### src/rtl/mod_add_arbiter.sv
`default_nettype none
// ============================================================================
// Module   : mod_add_arbiter
// Purpose  : Shares one (A + B) mod q adder among NREQ requesters, with a
//            one-entry result buffer that is tagged with the requester index.
// Options  : MOD_ADD_ARB_RR_EN selects round-robin arbitration. When it is
//            not defined, the block uses fixed priority (lowest index wins).
// Revision : 1.0 - initial release
// ============================================================================
module mod_add_arbiter #(
   parameter int WIDTH = 32,
   parameter int NREQ  = 4,
   parameter int IDW   = 2
) (
   input  logic                  clk,
   input  logic                  rst,
   input  logic [WIDTH-1:0]      modulus,
   input  logic [NREQ-1:0]       req_valid,
   input  logic [NREQ*WIDTH-1:0] req_a,
   input  logic [NREQ*WIDTH-1:0] req_b,
   output logic [NREQ-1:0]       req_ready,
   output logic                  res_valid,
   input  logic                  res_ready,
   output logic [WIDTH-1:0]      res_data,
   output logic [IDW-1:0]        res_id
);

   logic             w_can_accept;
   logic             w_any;
   logic             w_accept;
   logic [IDW-1:0]   w_winner;
   logic [IDW-1:0]   w_ptr;
   logic [WIDTH-1:0] w_a;
   logic [WIDTH-1:0] w_b;
   logic [WIDTH:0]   w_sum;
   logic [WIDTH:0]   w_diff;
   logic [WIDTH-1:0] w_mod;

`ifdef MOD_ADD_ARB_RR_EN
   logic [IDW-1:0]   r_ptr;
   assign w_ptr = r_ptr;
`else
   assign w_ptr = '0;
`endif

   assign w_can_accept = ~res_valid | res_ready;

   // Scan upward from the pointer and wrap around; the first valid requester wins.
   always_comb begin
      int idx;
      idx      = 0;
      w_any    = 1'b0;
      w_winner = '0;
      for (int k = 0; k < NREQ; k++) begin
         idx = int'(w_ptr) + k;
         if (idx >= NREQ) idx = idx - NREQ;
         if (!w_any && req_valid[idx]) begin
            w_any    = 1'b1;
            w_winner = IDW'(idx);
         end
      end
   end

   generate
      for (genvar i = 0; i < NREQ; i++) begin : g_ready
         assign req_ready[i] = w_any && (w_winner == IDW'(i)) && w_can_accept && !rst;
      end
   endgenerate

   assign w_accept = w_any & w_can_accept;

   always_comb begin
      w_a = '0;
      w_b = '0;
      for (int i = 0; i < NREQ; i++) begin
         if (w_winner == IDW'(i)) begin
            w_a = req_a[i*WIDTH +: WIDTH];
            w_b = req_b[i*WIDTH +: WIDTH];
         end
      end
   end

   // The MSB of the (WIDTH+1)-bit difference is a borrow, which means sum < q.
   assign w_sum  = {1'b0, w_a} + {1'b0, w_b};
   assign w_diff = w_sum - {1'b0, modulus};
   assign w_mod  = w_diff[WIDTH] ? w_sum[WIDTH-1:0] : w_diff[WIDTH-1:0];

   always_ff @(posedge clk) begin
      if (rst) begin
         res_valid <= 1'b0;
         res_data  <= '0;
         res_id    <= '0;
      end else if (w_accept) begin
         res_valid <= 1'b1;
         res_data  <= w_mod;
         res_id    <= w_winner;
      end else if (res_ready) begin
         res_valid <= 1'b0;
      end
   end

`ifdef MOD_ADD_ARB_RR_EN
   always_ff @(posedge clk) begin
      if (rst) begin
         r_ptr <= '0;
      end else if (w_accept) begin
         r_ptr <= (w_winner == IDW'(NREQ-1)) ? '0 : w_winner + IDW'(1);
      end
   end
`endif

endmodule
`default_nettype wire

### config.mk
export PLATFORM = sky130hd
export DESIGN_NAME = mod_add_arbiter
export DESIGN_NICKNAME = d
export VERILOG_FILES = /design/src/rtl/mod_add_arbiter.sv
export SDC_FILE = /design/constraint.sdc
export NUM_CORES = 1
export LEC_CHECK = 0
export ABC_AREA = 1
export BUFFER_PORTS_ARGS = -buffer_cell sky130_fd_sc_hd__buf_2
export CORE_AREA = 2 2 131 133
export DETAILED_ROUTE_END_ITERATION = 6
export DIE_AREA = 0 0 133 135
export GPL_TIMING_DRIVEN = 0
export PLACE_DENSITY = 0.93
export SYNTH_ARGS = -nofsm -noshare
export SYNTH_HDL_FRONTEND = slang
export SYNTH_SLANG_ARGS = --single-unit
### constraint.sdc
create_clock -name clk -period 10.2 [get_ports clk]
set_clock_uncertainty 0.15 [all_clocks]
set_input_delay 2.04 -clock clk [delete_from_list [all_inputs] [get_ports clk]]
set_output_delay 2.04 -clock clk [all_outputs]
set_load 0.05 [all_outputs]
==> results by group <==
Worst setup path
  • CP Class: in2reg
  • RR Endpoint: res_data[28]
  • Crit path DAT: 7.81 ns
  • Crit path max-delay family: simple AND/OR/NAND/NOR gates
  • CP Launch Type: input pin
  • Critical Path Most Common Cell: nand2_1
  • Worst Path Required: 10.20 ns
  • Worst Setup End Kind: flip-flop
  • Slowest library cell on the worst path: clkbuf_1
  • WP buf/inv: 8
  • Worst reg2reg startpoint: res_valid
  • R2R Setup Slk: 8.16 ns
  • CP peak stage delay: 0.59 ns
  • CP Max Fanout: 10
  • R2R cell count: 7

STA
  • Post-route minimum period: 7.814 ns
  • Max-slew violation count: 0
  • Slew @ Worst Pin: 0.7862 ns
  • RSZ-0062 raised after global routing: no
  • Fin crit share: 76.60%
  • Final Setup Violations: 0
  • Setup TNS: 0 ns
  • Final Hold Fails: 0
  • Max frequency: 128.0 MHz
  • Slew margin rel.: 47.34%

Clock network
  • Max Root-Sink Buffers: 2
  • Clock-pin slew on the worst setup and hold paths: 0.06 ns
  • Clock Sinks: 35
  • Post-CTS resize count: 0
  • Clock Latency Late Sink: 0.28 ns
  • CTS root buffer: clkbuf_16
  • Post-CTS Hold Buffers: 0
  • Setup repair bufs after CTS: 0
  • CTS Buf Count: 5
  • CTS tree: done
  • Max H-tree Level: 2

Finish
  • Share of layout cells above drive strength 1: 18.96%
  • Synth-to-layout area growth: 24.78%
  • Post-route cell area: 10480 um2
  • Final #Nets: 2401

Min path
  • WHS Path Cells: 2
  • Hold Path End: res_data[23]
  • Hold path startpoint: res_data[23]
  • HP Class: reg2reg

GRT
  • First-pass GRT wire length: 56260 um
  • Initial antenna violation count: 1
  • Largest net degree at the start of global routing: 12
  • All-Layer GR Usage: 40.69%
  • Global route total overflow: 0
  • Vias in the first global route: 10880

Drt
  • Drt total wl: 37830 um
  • Routed wire per std cell: 16.72 um
  • DRT Pass-1 Iters: 6
  • Vias per Instance: 5.277
  • Initial DRC count: 1282
  • DRC Markers: 0
  • Vias: 11940
  • Post-DRT Antenna Nets: 0

Floorplan
  • Die X: 133 um
  • CORE AREA: 16410 um2
  • Chip Height: 135 um
  • Starting density of the core: 51.17%
  • Number of top-level pins: 334
  • Site row count: 47
  • Total die area: 17960 um2

Placement
  • Hpwl dp: 33170 um
  • Post-DP Area: 10330 um2
  • Routability cong.: 1.032
  • Port-buffer cells: 332

Synthesis
  • Flops & latches, synth: 35
  • Yosys Warn Count: 0
  • Largest family of logic cells by synthesized area: simple AND/OR/NAND/NOR gates
  • Multiplexer share of the synthesized area: 0%
  • Sequential area share after synthesis: 8.346%
  • Post-synth cell types: 35
  • Synth Net Count: 2062
  • Xor/xnor cell area share of the yosys netlist: 3.130%
  • Synth Area in Simple Gates: 54.66%
  • Synthesized area: 8396 um2
  • Compound-Gate Fraction of Synth Area: 6.990%
  • Syn_area_per_cell: 4.936 um2
  • Synthesized-area fraction occupied by adder cells: 10.01%
  • Cell count after synthesis: 1701

Power and ir drop
  • PwrDens: 204.3 nW/um2
  • Max IR drop VDD: 0.1774 mV
  • Leakage: 0.006648 uW

Outcome
  • Outcome: complete, no violations

Run
  • Max cap viols: 0
synthesized netlist by cell type:
library cell | number | area share (%)
buf_6 | 6 | 0.80
xnor2_1 | 10 | 1.0
inv_2 | 2 | 0.089
clkbuf_1 | 24 | 1.1
nand2_1 | 804 | 36
nand4_1 | 70 | 5.2
o21ai_0 | 13 | 0.77
ha_1 | 64 | 9.5
dfxtp_1 | 35 | 8.3
xor2_1 | 20 | 2.1
and3_1 | 4 | 0.30
nor2_4 | 1 | 0.13
nand2_2 | 16 | 1.2
nor2_2 | 3 | 0.22
nand2_4 | 2 | 0.27
clkinv_1 | 1 | 0.045
nand3b_1 | 12 | 1.1
buf_2 | 6 | 0.36
or2_1 | 1 | 0.075
and2_1 | 3 | 0.22
a31oi_2 | 1 | 0.15
or2_2 | 4 | 0.30
nor3_2 | 3 | 0.36
nor2_1 | 89 | 4.0
nor3_1 | 5 | 0.30
inv_1 | 317 | 14
nand3_1 | 82 | 4.9
a21oi_2 | 3 | 0.31
fa_1 | 2 | 0.48
o21bai_1 | 7 | 0.63
buf_1 | 7 | 0.31
a21oi_1 | 73 | 4.4
a31oi_1 | 8 | 0.60
nor3_4 | 1 | 0.19
a21o_1 | 2 | 0.18
placed cells by master, fill, tap and decap left out, drive strengths merged, types with 30 or more instances in the layout:
master / n
a21oi: 76
buf: 351
clkbuf: 30
dfxtp: 35
ha: 64
inv: 319
nand2: 822
nand3: 82
nand4: 70
nor2: 93
metal layers:
layer,vias to the layer above,share of wire [%],track usage [%]
li1,5891,-,-
met1,5253,39,50.28
met2,665,45,68.36
met3,127,9.5,5.480
met4,0,6.2,22.88
met5,-,0,0
where the power goes:
| part | leakage (uW) | internal, uW | switching [uW] |
|---|---|---|---|
| Clock | 0.0000669 | 90.3 | 64.9 |
| Combinational | 0.00629 | 541 | 1230 |
| Sequential | 0.000291 | 190 | 24.8 |
| Total | 0.00665 | 822 | 1320 |
worst reg2reg max path: stages, from the launching register on:
cell and delay [ns]:
dfxtp_1 0.35, inv_1 0.08, nor2_1 0.06, a31oi_2 0.50
inv_1 0.26, clkbuf_1 0.29, nand2_1 0.13, a21oi_1 0.08
state kept, by name (all words and copies together) (netlist names):
name,cells
res_id,2
res_valid,1
res_data,32
logic make-up after synthesis:
logic type,count (synthesis)
flops,35
compound gates,107
simple gates,1100
fa+ha+maj,66
xor+xnor,30
buf+inv,363
per-stage QoR:
| step | total power [uW] | utilization, % | instances | hold slack [ns] | setup slack, ns |
|---|---|---|---|---|---|
| 5_1_grt | 2305 | 63.84 | 2261 | 0.3279 | 2.163 |
| 3_3_place_gp | 1921 | 62.98 | 2253 | 0.3009 | 2.450 |
| 3_5_place_dp | 1938 | 62.98 | 2253 | 0.3043 | 2.390 |
| 2_1_floorplan | 1439 | - | 1701 | 0.5378 | 4.053 |
| 6_report | 2140 | 63.85 | 2262 | 0.3166 | 2.386 |
| 4_1_cts | 2095 | 63.84 | 2261 | 0.3132 | 2.678 |
how the worst max path moves through the flow:
| stage | start | end | slack (ns) | cells past startpoint |
|---|---|---|---|---|
| 6_report | req_valid[0] | res_data[21] | 2.39 | 32 |
| 5_1_grt | req_valid[0] | res_data[21] | 2.16 | 32 |
| 4_1_cts | req_valid[1] | res_data[21] | 2.68 | 31 |
| 3_5_place_dp | req_valid[1] | res_data[21] | 2.39 | 31 |
| 3_3_place_gp | req_valid[1] | res_data[9] | 2.45 | 31 |
| 2_1_floorplan | req_valid[1] | res_data[5] | 4.05 | 33 |
area by class of cell:
| class | count | area (um2) |
|---|---|---|
| fill | 1733 | 5931 |
| sequential | 35 | 700.7 |
| multi-input combinational | 1303 | 6280 |
| inverter | 320 | 1201 |
| clock buffer | 6 | 128.9 |
| clock inverter | 2 | 12.51 |
| tap | 220 | 275.3 |
| buffer | 43 | 214.0 |
| timing repair buffer | 332 | 1662 |
| antenna | 1 | 2.502 |
No activity file was read; power rests on OpenSTA's default activity.
